**src/rtl/mlp_feature_sequencer.sv**
```systemverilog
// mlp_feature_sequencer
//   Sequential front-end for the combinational printed-MLP `top`. Collects
//   NUM_A feature samples over a valid/ready input and packs them into the
//   flattened classifier input vector. It holds that vector for SETTLE_CYCLES,
//   then captures the classifier result and offers it on a valid/ready output.
//
// Ports
//   clk, rst            clock, synchronous active-high reset
//   s_valid/s_ready     feature sample handshake, s_data = sample (unsigned)
//   mlp_inp             flattened feature vector driven to top.inp
//   mlp_out             classifier result from top.out (sampled only at capture)
//   m_valid/m_ready     result handshake, m_class = captured result
//   busy                high while settling or presenting a result
//
// Optional feature (macro MLP_LABEL_CHECK_EN)
//   s_label             expected class, registered with the last feature
//   m_match             m_class equals the registered label
//   correct_cnt         saturating count of matching delivered results
//   total_cnt           saturating count of delivered results
module mlp_feature_sequencer #(
    parameter int unsigned NUM_A         = 4,
    parameter int unsigned WIDTH_A       = 4,
    parameter int unsigned OUTWIDTH      = 2,
    parameter int unsigned SETTLE_CYCLES = 3,
    parameter int unsigned CNT_W         = 16
) (
    input  logic                       clk,
    input  logic                       rst,
    input  logic                       s_valid,
    output logic                       s_ready,
    input  logic [WIDTH_A-1:0]         s_data,
    output logic [NUM_A*WIDTH_A-1:0]   mlp_inp,
    input  logic [OUTWIDTH-1:0]        mlp_out,
    output logic                       m_valid,
    input  logic                       m_ready,
    output logic [OUTWIDTH-1:0]        m_class,
    output logic                       busy
`ifdef MLP_LABEL_CHECK_EN
    ,
    input  logic [OUTWIDTH-1:0]        s_label,
    output logic                       m_match,
    output logic [CNT_W-1:0]           correct_cnt,
    output logic [CNT_W-1:0]           total_cnt
`endif
);

    localparam int unsigned IDX_W = (NUM_A > 1) ? $clog2(NUM_A) : 1;
    localparam int unsigned SET_W = (SETTLE_CYCLES > 1) ? $clog2(SETTLE_CYCLES) : 1;
    localparam logic [IDX_W-1:0] IDX_LAST  = IDX_W'(NUM_A - 1);
    localparam logic [SET_W-1:0] SET_START = SET_W'(SETTLE_CYCLES - 1);

    // Reject parameter sets the datapath cannot represent.
    if (NUM_A < 1 || SETTLE_CYCLES < 1 || CNT_W < 1) begin : g_param_check
        $error("mlp_feature_sequencer: NUM_A, SETTLE_CYCLES and CNT_W must be >= 1");
    end

    typedef enum logic [1:0] {
        ST_LOAD   = 2'd0,
        ST_SETTLE = 2'd1,
        ST_OUT    = 2'd2
    } state_t;

    state_t           state;
    state_t           state_next;
    logic [IDX_W-1:0] idx;
    logic [SET_W-1:0] cnt;
    logic             in_xfer;
    logic             out_xfer;
    logic             capture;

    // s_ready is a decode of the state register, gated so it stays low in reset.
    assign s_ready  = (state == ST_LOAD) && !rst;
    assign in_xfer  = s_valid && s_ready;
    assign out_xfer = m_valid && m_ready;
    assign capture  = (state == ST_SETTLE) && (cnt == '0);

    // State register.
    always_ff @(posedge clk) begin
        if (rst) begin
            state <= ST_LOAD;
        end else begin
            state <= state_next;
        end
    end

    // Next-state logic.
    always_comb begin
        state_next = state;
        case (state)
            ST_LOAD:   if (in_xfer && (idx == IDX_LAST)) state_next = ST_SETTLE;
            ST_SETTLE: if (cnt == '0)                    state_next = ST_OUT;
            ST_OUT:    if (out_xfer)                     state_next = ST_LOAD;
            default:                                     state_next = ST_LOAD;
        endcase
    end

    // Feature assembly, settle counter and result capture.
    always_ff @(posedge clk) begin
        if (rst) begin
            idx     <= '0;
            cnt     <= '0;
            mlp_inp <= '0;
            m_class <= '0;
            m_valid <= 1'b0;
            busy    <= 1'b0;
        end else begin
            busy <= (state_next != ST_LOAD);
            if (in_xfer) begin
                // Only the addressed slice is rewritten; others keep the old vector.
                for (int unsigned i = 0; i < NUM_A; i++) begin
                    if (idx == IDX_W'(i)) begin
                        mlp_inp[i*WIDTH_A +: WIDTH_A] <= s_data;
                    end
                end
                if (idx == IDX_LAST) begin
                    idx <= '0;
                    cnt <= SET_START;
                end else begin
                    idx <= idx + IDX_W'(1);
                end
            end
            if (state == ST_SETTLE && cnt != '0) begin
                cnt <= cnt - SET_W'(1);
            end
            if (capture) begin
                m_class <= mlp_out;
                m_valid <= 1'b1;
            end else if (out_xfer) begin
                m_valid <= 1'b0;
            end
        end
    end

`ifdef MLP_LABEL_CHECK_EN
    logic [OUTWIDTH-1:0] label_q;

    // Label capture, match flag and saturating statistics.
    always_ff @(posedge clk) begin
        if (rst) begin
            label_q     <= '0;
            m_match     <= 1'b0;
            correct_cnt <= '0;
            total_cnt   <= '0;
        end else begin
            if (in_xfer && (idx == IDX_LAST)) begin
                label_q <= s_label;
            end
            if (capture) begin
                m_match <= (mlp_out == label_q);
            end
            if (out_xfer) begin
                if (total_cnt != '1) begin
                    total_cnt <= total_cnt + CNT_W'(1);
                end
                if (m_match && (correct_cnt != '1)) begin
                    correct_cnt <= correct_cnt + CNT_W'(1);
                end
            end
        end
    end
`endif

endmodule

```
**config.mk**
```make
export PLATFORM = sky130hd
export DESIGN_NAME = mlp_feature_sequencer
export DESIGN_NICKNAME = d
export VERILOG_FILES = /design/src/rtl/mlp_feature_sequencer.sv
export SDC_FILE = /design/constraint.sdc
export NUM_CORES = 1
export LEC_CHECK = 0
export ABC_AREA = 1
export BUFFER_PORTS_ARGS = -buffer_cell sky130_fd_sc_hd__buf_2
export CAP_MARGIN = 30
export CORE_AREA = 2 2 52 54
export CTS_CLUSTER_DIAMETER = 40
export CTS_CLUSTER_SIZE = 20
export DETAILED_ROUTE_END_ITERATION = 6
export DIE_AREA = 0 0 54 56
export PLACE_DENSITY_LB_ADDON = 0.2
export SETUP_SLACK_MARGIN = 0.4
export SYNTH_ARGS = -nofsm -noshare
export SYNTH_HDL_FRONTEND = slang
export SYNTH_SLANG_ARGS = --single-unit
```
**constraint.sdc**
```tcl
create_clock -name clk -period 1.3 [get_ports clk]
set_input_delay 0.065 -clock clk [delete_from_list [all_inputs] [get_ports clk]]
set_output_delay 0.065 -clock clk [all_outputs]
set_load 0.02 [all_outputs]
```
### Yosys cells after proc, flatten, opt, wreduce, memory -nomap -nowiden

Index checks and enable logic that the tools add are counted.

| cells by class | value |
|---|---|
| bitwise operators | 0 |
| shift operators | 0 |
| add/sub/neg operators | 2 |
| $lt $le $gt $ge | 0 |
| multiply operators | 0 |
| divide/modulo/power cells | 0 |
| muxes and demuxes | 10 |
| eq/ne operators | 5 |
| reduce and logical (&&, ||, !) cells | 20 |

Operators with widths:

| kind | count |
|---|---|
| $mux W2 | 7 |
| $reduce_and A2 Y1 | 5 |
| $reduce_bool A2 Y1 | 5 |
| $eq A2 B2 Y1 const B | 3 |
| $logic_and A1 B1 Y1 | 6 |
| $logic_not A2 Y1 | 3 |
| $pmux W2 S3 | 1 |
| $eq A2 B1 Y1 const B | 2 |
| $add A2 B1 Y2 const B | 1 |
| $mux W1 | 2 |
| $sub A2 B1 Y2 const B | 1 |
| $logic_not A1 Y1 | 1 |

| word-level totals | value |
|---|---|
| word-level logic and storage cells | 47 |
| memory bits (writable) | 0 |
| flip-flop bits (word level) | 26 |
| latch bits | 0 |
| bits in read-only memories | 0 |
| memories kept | 0 |

### Logic depth before layout (Yosys ltp)

| depth | value |
|---|---|
| word-level depth | 7 |
| mapped depth | 8 |

### Worst setup path before layout

Ideal clock, no wire load.

| path | value |
|---|---|
| kind | register -> register |
| start | register state[0] |
| end | register idx[0] |
| cell stages (with the launch flop) | 4 |
| data arrival time | 1.038 ns |
| period minus slack after synthesis | 1.108 ns |
| slack | 0.192 ns |
| required time | 1.230 ns |
| buffers on the path | 0 |
| cell sequence | dfxtp_1 > nor3_2 > nand3_1 > a21oi_1 |

| on the way | value |
|---|---|
| cells in the longest elaborated chain, start to end | 3 |

Ends and longest elaborated chain:

| item | line | RTL |
|---|---|---|
| start: declaration | 63 | `state_t state;` |
| start signal: assignment | 82 | `state <= state_next;` |
| $logic_not A2 Y1 | 72 | `assign s_ready = (state == ST_LOAD) && !rst;` |
| $logic_and A1 B1 Y1 | 72 |  |
| via s_ready | 30 | `output logic s_ready,` |
| $logic_and A1 B1 Y1 | 73 | `assign in_xfer = s_valid && s_ready;` |
| end signal: assignment | 119 | `idx <= idx + IDX_W'(1);` |
| end: declaration | 65 | `logic [IDX_W-1:0] idx;` |

The timed path passes the listed nets, and every way through them passes these cells.
A chain may end at the register's enable or synchronous reset.

### Worst setup path after layout

| path | value |
|---|---|
| start | register state[0] |
| end | register mlp_inp[13] |

| on the way | value |
|---|---|
| cells in the longest elaborated chain, start to end | 4 |

Ends and longest elaborated chain:

| item | line | RTL |
|---|---|---|
| $logic_not A2 Y1 | 72 |  |
| $logic_and A1 B1 Y1 | 72 |  |
| $logic_and A1 B1 Y1 | 73 |  |
| $reduce_and A2 Y1 (no line) | n/a |  |
| end signal: indexed assignment | 112 | `mlp_inp[i*WIDTH_A +: WIDTH_A] <= s_data;` |
| end: declaration | 32 | `output logic [NUM_A*WIDTH_A-1:0] mlp_inp,` |

Every way passes these cells.

==> metrics.txt <==
first-pass GRT wire length=4640 µm; Layout Nets=226; element type at the critical path start=flip-flop; worst-path fanout max=6; power consumption=0.00160 W; syn_area_per_cell=7.25 µm²; combinational power share=12.8%; CP Data Required Time=1.57 ns; FP Rows=18; number of CTS-inserted buffers=3; final worst slack=0.105 ns; Slew Limit Fails=0; Multi-input gate area=711 µm²; worst min-delay path class=in -> reg; pre-CTS WS=0.203 ns; Post-CTS Hold Fix Bufs=3; sequential power share=51.8%; n_diodes=0; Fin. Hold Viols=3; Pint=0.00121 W; Power Dens Cells=863 nW/µm²; Final Skew=0.00594 ns; core region area=2430 µm²; syn nets=181; Final Cycle Share=91.9%; Clock transition at path regs=0.15 ns; Area growth syn-to-layout=54.0%; final design utilization=76.2%; vias in the first global route=1063; num ports=31; crit path DAT=1.46 ns; Setup TNS=0 ns; FF/Latch Area=562 µm²; violated checks=hold timing; largest net degree at the start of global routing=16; die width=54 µm; TritonCTS clock tree=done; Fmax achieved=837 MHz; max cap viols=0; VDD IR max=0.682 mV; buffer levels on the longest clock path=2; port bufs=30; area of the mapped netlist=1200 µm²; final setup vio count=0; Starting Density=49.5%; vias=1158; wire per inst=12.7 µm; total wire length=3060 µm; Crit. End Element=flip-flop; DRC=0; initial drt markers=32; Final min period=1.20 ns; Slew @ Worst Pin=0.392 ns; critical path class=reg -> reg; CTS sink count=26; relative slew slack=73.8%; CTS root buf=clkbuf_4; H-tree depth=1; Yosys reg bits=26; HPWL after DPL=1790 µm; total track usage=21.3%; Die ar.=3020 µm²; Layout fillers=169; Clock Power Share=35.4%; Final ANT Viol Nets=0; Chip Height=56 µm; placer congestion estimate=0.708; later-pin clock latency in the skew report=0.33 ns; layout cell share with drive strength beyond 1=50.5%; status=finished with violations; post-synthesis cell type count=14; Vias/cell=4.83; P_sw=0.000386 W; initial antenna violation count=0; register area share after synthesis=43.2%; GRT overflow=0; Synth warnings=0; drt pass-1 iters=4; RSZ-0062 raised after global routing=yes; Static Leak=0.914 nW; Switching Share=24.2%; Min Hold Slack=-0.0119 ns; cell count after synthesis=166
[worst paths after layout]
path / from / endpoint / slack (ns) / cells past startpoint
min: rst / m_valid / -0.01 / 2
min reg2reg: idx[1] / idx[1] / 0.53 / 2
max reg2reg: state[0] / mlp_inp[13] / 0.10 / 5
max: state[0] / mlp_inp[13] / 0.10 / 5
[through the flow]
| stage | instance area (µm²) | instances |
|---|---|---|
| finish | 1850 | 240 |
| CTS | 1710 | 236 |
| global route | 1850 | 240 |
| global placement | 1420 | 224 |
| floorplan | 1240 | 166 |
| detailed placement | 1420 | 224 |
[cells in the final DEF (no fill, tap or decap), drive strengths merged, types with 5 or more instances in the layout]
cell   instances
ha             5
nand4          5
dfxtp         26
nor2          40
a21oi          5
inv           29
nand3          5
buf           39
nand2         46
[registers in the layout, summed over array words and instances (netlist names)]
name	count
cnt	2
mlp_inp	16
m_valid	1
idx	2
m_class	2
state	2
busy	1
[metal layers]
metal / GRT usage (%) / vias to the layer above / wire length (µm)
li1: - / 584 / -
met1: 26.1 / 531 / 1290
met2: 34.0 / 35 / 1560
met3: 3.23 / 8 / 116
met4: 12.9 / 0 / 93
met5: 0 / - / 0
[synth_stat cells]
cell type  instances  area (µm²)
nor2_2             1        6.26
dfxtp_1           26         521
nand3_1            5        25.0
o21ai_1            2        10.0
a21oi_1            5        25.0
ha_1               5        62.6
nor2_1            38         143
nand2_1           46         173
inv_1             26        97.6
nor3_2             1        10.0
nand4_4            4        85.1
buf_2              3        15.0
inv_2              3        11.3
nor2_8             1        20.0
[cell type report]
| type | instances | share of cell area [%] |
|---|---|---|
| Clock inverter | 1 | 1.62 |
| Tap cell | 30 | 2.03 |
| Sequential cell | 26 | 30.3 |
| Multi-Input combinational cell | 109 | 38.4 |
| Clock buffer | 3 | 1.22 |
| Inverter | 29 | 6.01 |
| Timing Repair Buffer | 42 | 20.5 |
[logic make-up after synthesis]
group	synth area share, %
and+or+nand+nor	38.4
DFF	43.2
adders and majority gates	5.20
buffers and inverters	10.3
AOI/OAI and AO/OA	2.91
[worst max-delay path, stage by stage (launching register included)]
cell,delay [ns]
dfxtp_4,0.41
nor2_8,0.23
nand4_4,0.18
nand2_1,0.12
nand2_1,0.07
nor2_1,0.12
[repair_timing]
action / in CTS / in global routing
setup buffers: 4 / 4
resized for setup: 60 / 35
pin swaps: 7 / 9
endpoints found under the hold margin: 5 / 2
gates cloned: 1 / 0
setup endpoints to repair: 46 / 47
[power by group through the flow]
stage,clock (W),sequential (W),combinational [W]
6_report,0.000567,0.000827,0.000205
5_1_grt,0.000620,0.000831,0.000221
4_1_cts,0.000573,0.000824,0.000188
3_5_place_dp,0,0.000843,0.000152
3_3_place_gp,0,0.000841,0.000149
2_1_floorplan,0,0.000860,0.0000806
No activity file was read; power rests on OpenSTA's default activity.
